$ cat src/rtl/dual_channel_arbiter.sv
// Dual-channel rotating-priority arbiter.
// Up to two level-sensitive requesters own the two shared channels at once.
// Each grant lasts while its owner keeps requesting, up to MAX_HOLD cycles.
module dual_channel_arbiter #(
    parameter int REQ_WIDTH = 12,
    parameter int MAX_HOLD  = 8
) (
    input  logic                         clk,
    input  logic                         reset,
    input  logic [REQ_WIDTH-1:0]         req,
    output logic                         gnt0_valid,
    output logic [$clog2(REQ_WIDTH)-1:0] gnt0_id,
    output logic                         gnt1_valid,
    output logic [$clog2(REQ_WIDTH)-1:0] gnt1_id,
    output logic [REQ_WIDTH-1:0]         gnt_vec,
    output logic [1:0]                   timeout
);

    localparam int IW = $clog2(REQ_WIDTH);
    localparam int CW = (MAX_HOLD > 0) ? $clog2(MAX_HOLD + 1) : 1;
    localparam logic [IW-1:0] LAST_IDX   = IW'(REQ_WIDTH - 1);
    localparam logic [CW-1:0] HOLD_LIMIT = CW'(MAX_HOLD);
    localparam bit            HOLD_EN    = (MAX_HOLD != 0);

    typedef enum logic {IDLE, BUSY} ch_state_t;

    ch_state_t      state0, state1;
    logic [IW-1:0]  id0, id1;
    logic [CW-1:0]  cnt0, cnt1;
    logic [IW-1:0]  ptr;

    logic [REQ_WIDTH-1:0] eligible;
    logic                 first_found, second_found;
    logic [IW-1:0]        first_idx, second_idx;
    logic [IW-1:0]        scan_idx;
    int                   scan_pos;

    logic                 release0, release1, expire0, expire1;
    logic                 assign0, assign1;
    logic [IW-1:0]        new0, new1;
    logic [IW-1:0]        ptr_k;
    logic [REQ_WIDTH-1:0] vec_next;

    assign gnt0_valid = (state0 == BUSY);
    assign gnt1_valid = (state1 == BUSY);
    assign gnt0_id    = id0;
    assign gnt1_id    = id1;

    // Walk the rotated priority order (ptr downwards with wrap) and pick the
    // top two requesters that do not already own a channel.
    always_comb begin
        eligible = req;
        if (state0 == BUSY) eligible[id0] = 1'b0;
        if (state1 == BUSY) eligible[id1] = 1'b0;
        first_found  = 1'b0;
        second_found = 1'b0;
        first_idx    = '0;
        second_idx   = '0;
        scan_pos     = 0;
        scan_idx     = '0;
        for (int off = 0; off < REQ_WIDTH; off++) begin
            scan_pos = int'(ptr) - off;
            if (scan_pos < 0) scan_pos = scan_pos + REQ_WIDTH;
            scan_idx = IW'(scan_pos);
            if (eligible[scan_idx]) begin
                if (!first_found) begin
                    first_found = 1'b1;
                    first_idx   = scan_idx;
                end else if (!second_found) begin
                    second_found = 1'b1;
                    second_idx   = scan_idx;
                end
            end
        end
    end

    // Decide releases, hold-limit revokes and new assignments; only channels
    // already idle at the start of the cycle can take a new owner.
    always_comb begin
        expire0  = (state0 == BUSY) && req[id0] && HOLD_EN && (cnt0 == HOLD_LIMIT);
        expire1  = (state1 == BUSY) && req[id1] && HOLD_EN && (cnt1 == HOLD_LIMIT);
        release0 = (state0 == BUSY) && (!req[id0] || expire0);
        release1 = (state1 == BUSY) && (!req[id1] || expire1);
        assign0  = 1'b0;
        assign1  = 1'b0;
        new0     = first_idx;
        new1     = first_idx;
        ptr_k    = first_idx;
        if (state0 == IDLE && state1 == IDLE) begin
            assign0 = first_found;
            new0    = first_idx;
            assign1 = second_found;
            new1    = second_idx;
            if (second_found) ptr_k = second_idx;
        end else if (state0 == IDLE) begin
            assign0 = first_found;
            new0    = first_idx;
        end else if (state1 == IDLE) begin
            assign1 = first_found;
            new1    = first_idx;
        end
        vec_next = '0;
        if (state0 == BUSY && !release0) vec_next[id0]  = 1'b1;
        if (state1 == BUSY && !release1) vec_next[id1]  = 1'b1;
        if (assign0)                     vec_next[new0] = 1'b1;
        if (assign1)                     vec_next[new1] = 1'b1;
    end

    // Channel state machines, hold counters, rotation pointer and outputs.
    always_ff @(posedge clk) begin
        if (reset) begin
            state0  <= IDLE;
            state1  <= IDLE;
            id0     <= '0;
            id1     <= '0;
            cnt0    <= '0;
            cnt1    <= '0;
            ptr     <= LAST_IDX;
            gnt_vec <= '0;
            timeout <= 2'b00;
        end else begin
            case (state0)
                IDLE: if (assign0) begin
                    state0 <= BUSY;
                    id0    <= new0;
                    cnt0   <= CW'(1);
                end
                BUSY: if (release0) begin
                    state0 <= IDLE;
                    cnt0   <= '0;
                end else if (HOLD_EN && cnt0 != HOLD_LIMIT) begin
                    cnt0 <= cnt0 + 1'b1;
                end
                default: state0 <= IDLE;
            endcase
            case (state1)
                IDLE: if (assign1) begin
                    state1 <= BUSY;
                    id1    <= new1;
                    cnt1   <= CW'(1);
                end
                BUSY: if (release1) begin
                    state1 <= IDLE;
                    cnt1   <= '0;
                end else if (HOLD_EN && cnt1 != HOLD_LIMIT) begin
                    cnt1 <= cnt1 + 1'b1;
                end
                default: state1 <= IDLE;
            endcase
            if (assign0 || assign1) begin
                ptr <= (ptr_k == '0) ? LAST_IDX : ptr_k - 1'b1;
            end
            gnt_vec <= vec_next;
            timeout <= {expire1, expire0};
        end
    end

endmodule

$ cat config.mk
export PLATFORM = sky130hd
export DESIGN_NAME = dual_channel_arbiter
export DESIGN_NICKNAME = d
export VERILOG_FILES = /design/src/rtl/dual_channel_arbiter.sv
export SDC_FILE = /design/constraint.sdc
export NUM_CORES = 1
export LEC_CHECK = 0
export CORE_MARGIN = 2
export CORE_UTILIZATION = 28
export CTS_CLUSTER_DIAMETER = 150
export DETAILED_ROUTE_END_ITERATION = 12
export DONT_BUFFER_PORTS = 1
export SETUP_SLACK_MARGIN = 0.05
export SYNTH_ARGS = -nofsm -noshare
export SYNTH_HDL_FRONTEND = slang
export SYNTH_SLANG_ARGS = --single-unit
$ cat constraint.sdc
create_clock -name clk -period 5.85 [get_ports clk]
set_input_delay 0.8775 -clock clk [delete_from_list [all_inputs] [get_ports clk]]
set_output_delay 0.8775 -clock clk [all_outputs]
set_load 0.005 [all_outputs]
==> impl_metrics.ini <==
[route]
vias = 5772
wl_um = 18000
ant_nets = 0
vias_per_cell = 6.21
firstDrtPassIters = 5
wl_per_cell_um = 19.3
drc = 0
drt_iter0_markers = 605

[clocking]
clk_latency_ns = 0.28
clock-sinks = 36
cts_buffers = 5
clock_path_buffers = 2
path_clk_slew_ns = 0.06
cts-root-buf = clkbuf_16
postCtsHoldBufs = 0
cts_tree = yes
cts_htree_levels = 2

[logic_synthesis]
syn-num-nets = 747
syn_area_um2 = 5210
ys_seq_area_frac = 0.138
synth_area_leaders = dfxtp_1 14%, nor2_1 5.8%, nand2_1 5.0%
ys_ff_latch = 36
synth.cells.most_frequent = 80 x nor2_1, 70 x nand2_1, 38 x a21oi_1
synth_cell_type_count = 97
synth_async_sr_flop_share = 0
synth-edff-count = 0
synth_top_area_cell = dfxtp_1
synth_ff_type = dfxtp_1
syn_avg_cell_area_um2 = 7.30
synth_top_area_share = 0.138
synth.most_common_cell = nor2_1
synth_cells = 714
ys_warn_count = 0

[sta]
finalSetupViolCount = 0
fmax_mhz = 187
final_max_slew_viol_count = 0
fin_crit_sh = 0.912
fin_worst_skew_ns = 0.00753
setup_tns_ns = 0
maxSlewHeadroom = 0.424
fin_ws_ns = 0.517
tightestPinTransition_ns = 0.857
rsz0062_at_grt = no
min_period_ns = 5.33
hold_viol_final = 0

[worst_setup_path]
r2r_end = gnt_vec[3]
crit_arrival_ns = 5.53
crit_path_start = ptr[2]
r2r_slack_ns = 0.52
cp-start-kind = register
crit_end = gnt_vec[3]
r2r-start = ptr[2]
path_max_fanout = 15
critPathRequiredTime_ns = 6.04
reg2reg_depth = 18
crit_path_end_kind = register
critPathKind = reg -> reg

[cells_and_area]
finish.utilization = 0.310
num_antenna_cells = 0
syn_to_final_growth_pct = 7.76
postLayoutCellArea_um2 = 5610
final_nets = 733
layout-drive-gt1-share = 0.131

[floorplanning]
ios = 38
dieArea_um2 = 19700
start_util = 0.288
core_um2 = 18100
rows = 49
chipWidth_um = 140
dieHeight_um = 140

[min_path]
min_path_type = reg -> reg

[place]
port_buffers = 0
place.gp.congestion = 0.967
placed_area_um2 = 5470
dp.final_hpwl_um = 13800
dp_slack_ns = 0.650

[grt]
grt-ovfl-total = 0
grt_pass1_vias = 4963
grt_max_degree = 41
antenna_found_initial = 0
grt_pass1_wl_um = 28000
grt_use_total = 0.174

[job]
maxCapViolCount = 0

[run_status]
status = completed
## layout by cell type, fill, tap and decap left out, types with 6 or more instances in the layout
cell type / Yosys / final
nand3_1: 31 / 31
o221ai_1: 6 / 6
nand4_1: 7 / 7
a21oi_1: 38 / 38
buf_4: 4 / 21
mux2_2: 9 / 9
nand2_1: 70 / 70
nor3_1: 28 / 28
or3_1: 6 / 6
mux4_2: 9 / 9
o22a_1: 8 / 8
and3_1: 6 / 6
nand3b_1: 12 / 12
o211ai_1: 15 / 15
nand2b_1: 15 / 15
inv_1: 27 / 27
ha_1: 19 / 19
xnor2_1: 21 / 21
dfxtp_1: 36 / 36
a31oi_1: 16 / 16
mux2i_1: 11 / 11
nor2_1: 80 / 80
a211oi_1: 11 / 11
and2_1: 9 / 9
o22ai_1: 28 / 28
nor2b_1: 6 / 6
o21ai_0: 19 / 19
## how the worst min path moves through the flow
stage	start	to	cells after the start
after floorplan	cnt0[3]	cnt0[3]	2
after CTS	cnt0[2]	cnt0[2]	2
after global placement	cnt0[3]	cnt0[3]	2
after detailed placement	cnt0[2]	cnt0[2]	2
final	cnt0[2]	cnt0[2]	2
after global routing	cnt0[3]	cnt0[3]	2
## stage by stage
| step | std cells | hold WS, ns |
|---|---|---|
| final | 930 | 0.490 |
| after floorplan | 714 | 0.458 |
| after CTS | 930 | 0.498 |
| after detailed placement | 922 | 0.486 |
| after global placement | 922 | 0.473 |
| after global routing | 930 | 0.507 |
## repair_timing
action | 4_1_cts | 5_1_grt
setup endpoints to repair | 0 | 4
buffers inserted | 0 | 0
gates resized for setup | 0 | 1
## metal layers
metal  global-route usage  part of all wire
met5                    0                 0
met4               0.0356             0.018
met3               0.0150             0.090
met2                0.270              0.45
met1                0.260              0.44
## worst max-delay path, cell delays in order (launching register included)
cell and delay (ns):
dfxtp_1 0.31, inv_1 0.36, ha_1 0.44, xnor2_1 0.75, nand2b_1 0.20, o2111ai_1 0.12, o31ai_2 0.31, buf_4 0.28
nor2b_1 0.10, and2_1 0.21, nand2_1 0.08, a21oi_1 0.06, a2111oi_0 0.51, o211ai_1 0.24, a211oi_2 0.60, nand2_1 0.11
nand2_1 0.19, nand3b_1 0.19, o22ai_1 0.20
## logic make-up after synthesis
group	synth area share
AOI/OAI and AO/OA	0.329
xor gates and xnor gates	0.0468
adders and majority gates	0.0495
buffers and inverters	0.0593
DFF	0.138
muxes	0.0795
and+or+nand+nor	0.298
## area by class of cell
type / instances / area [um^2]
inverters: 31 / 119
clock inverters: 3 / 18.8
multi-input cells: 605 / 4190
repair buffers: 21 / 158
well taps: 229 / 287
fillers: 1889 / 12500
clock buffers: 5 / 125
flip-flops and latches: 36 / 721
## state kept, by name, indices dropped and copies added, names as in the netlist
register	cells
gnt_vec	12
timeout	2
cnt1	4
gnt1_valid	1
cnt0	4
ptr	4
gnt1_id	4
gnt0_id	4
gnt0_valid	1
Power is not shown: default switching activity piles up to over one toggle a cycle in this logic, so the estimate is an artifact.
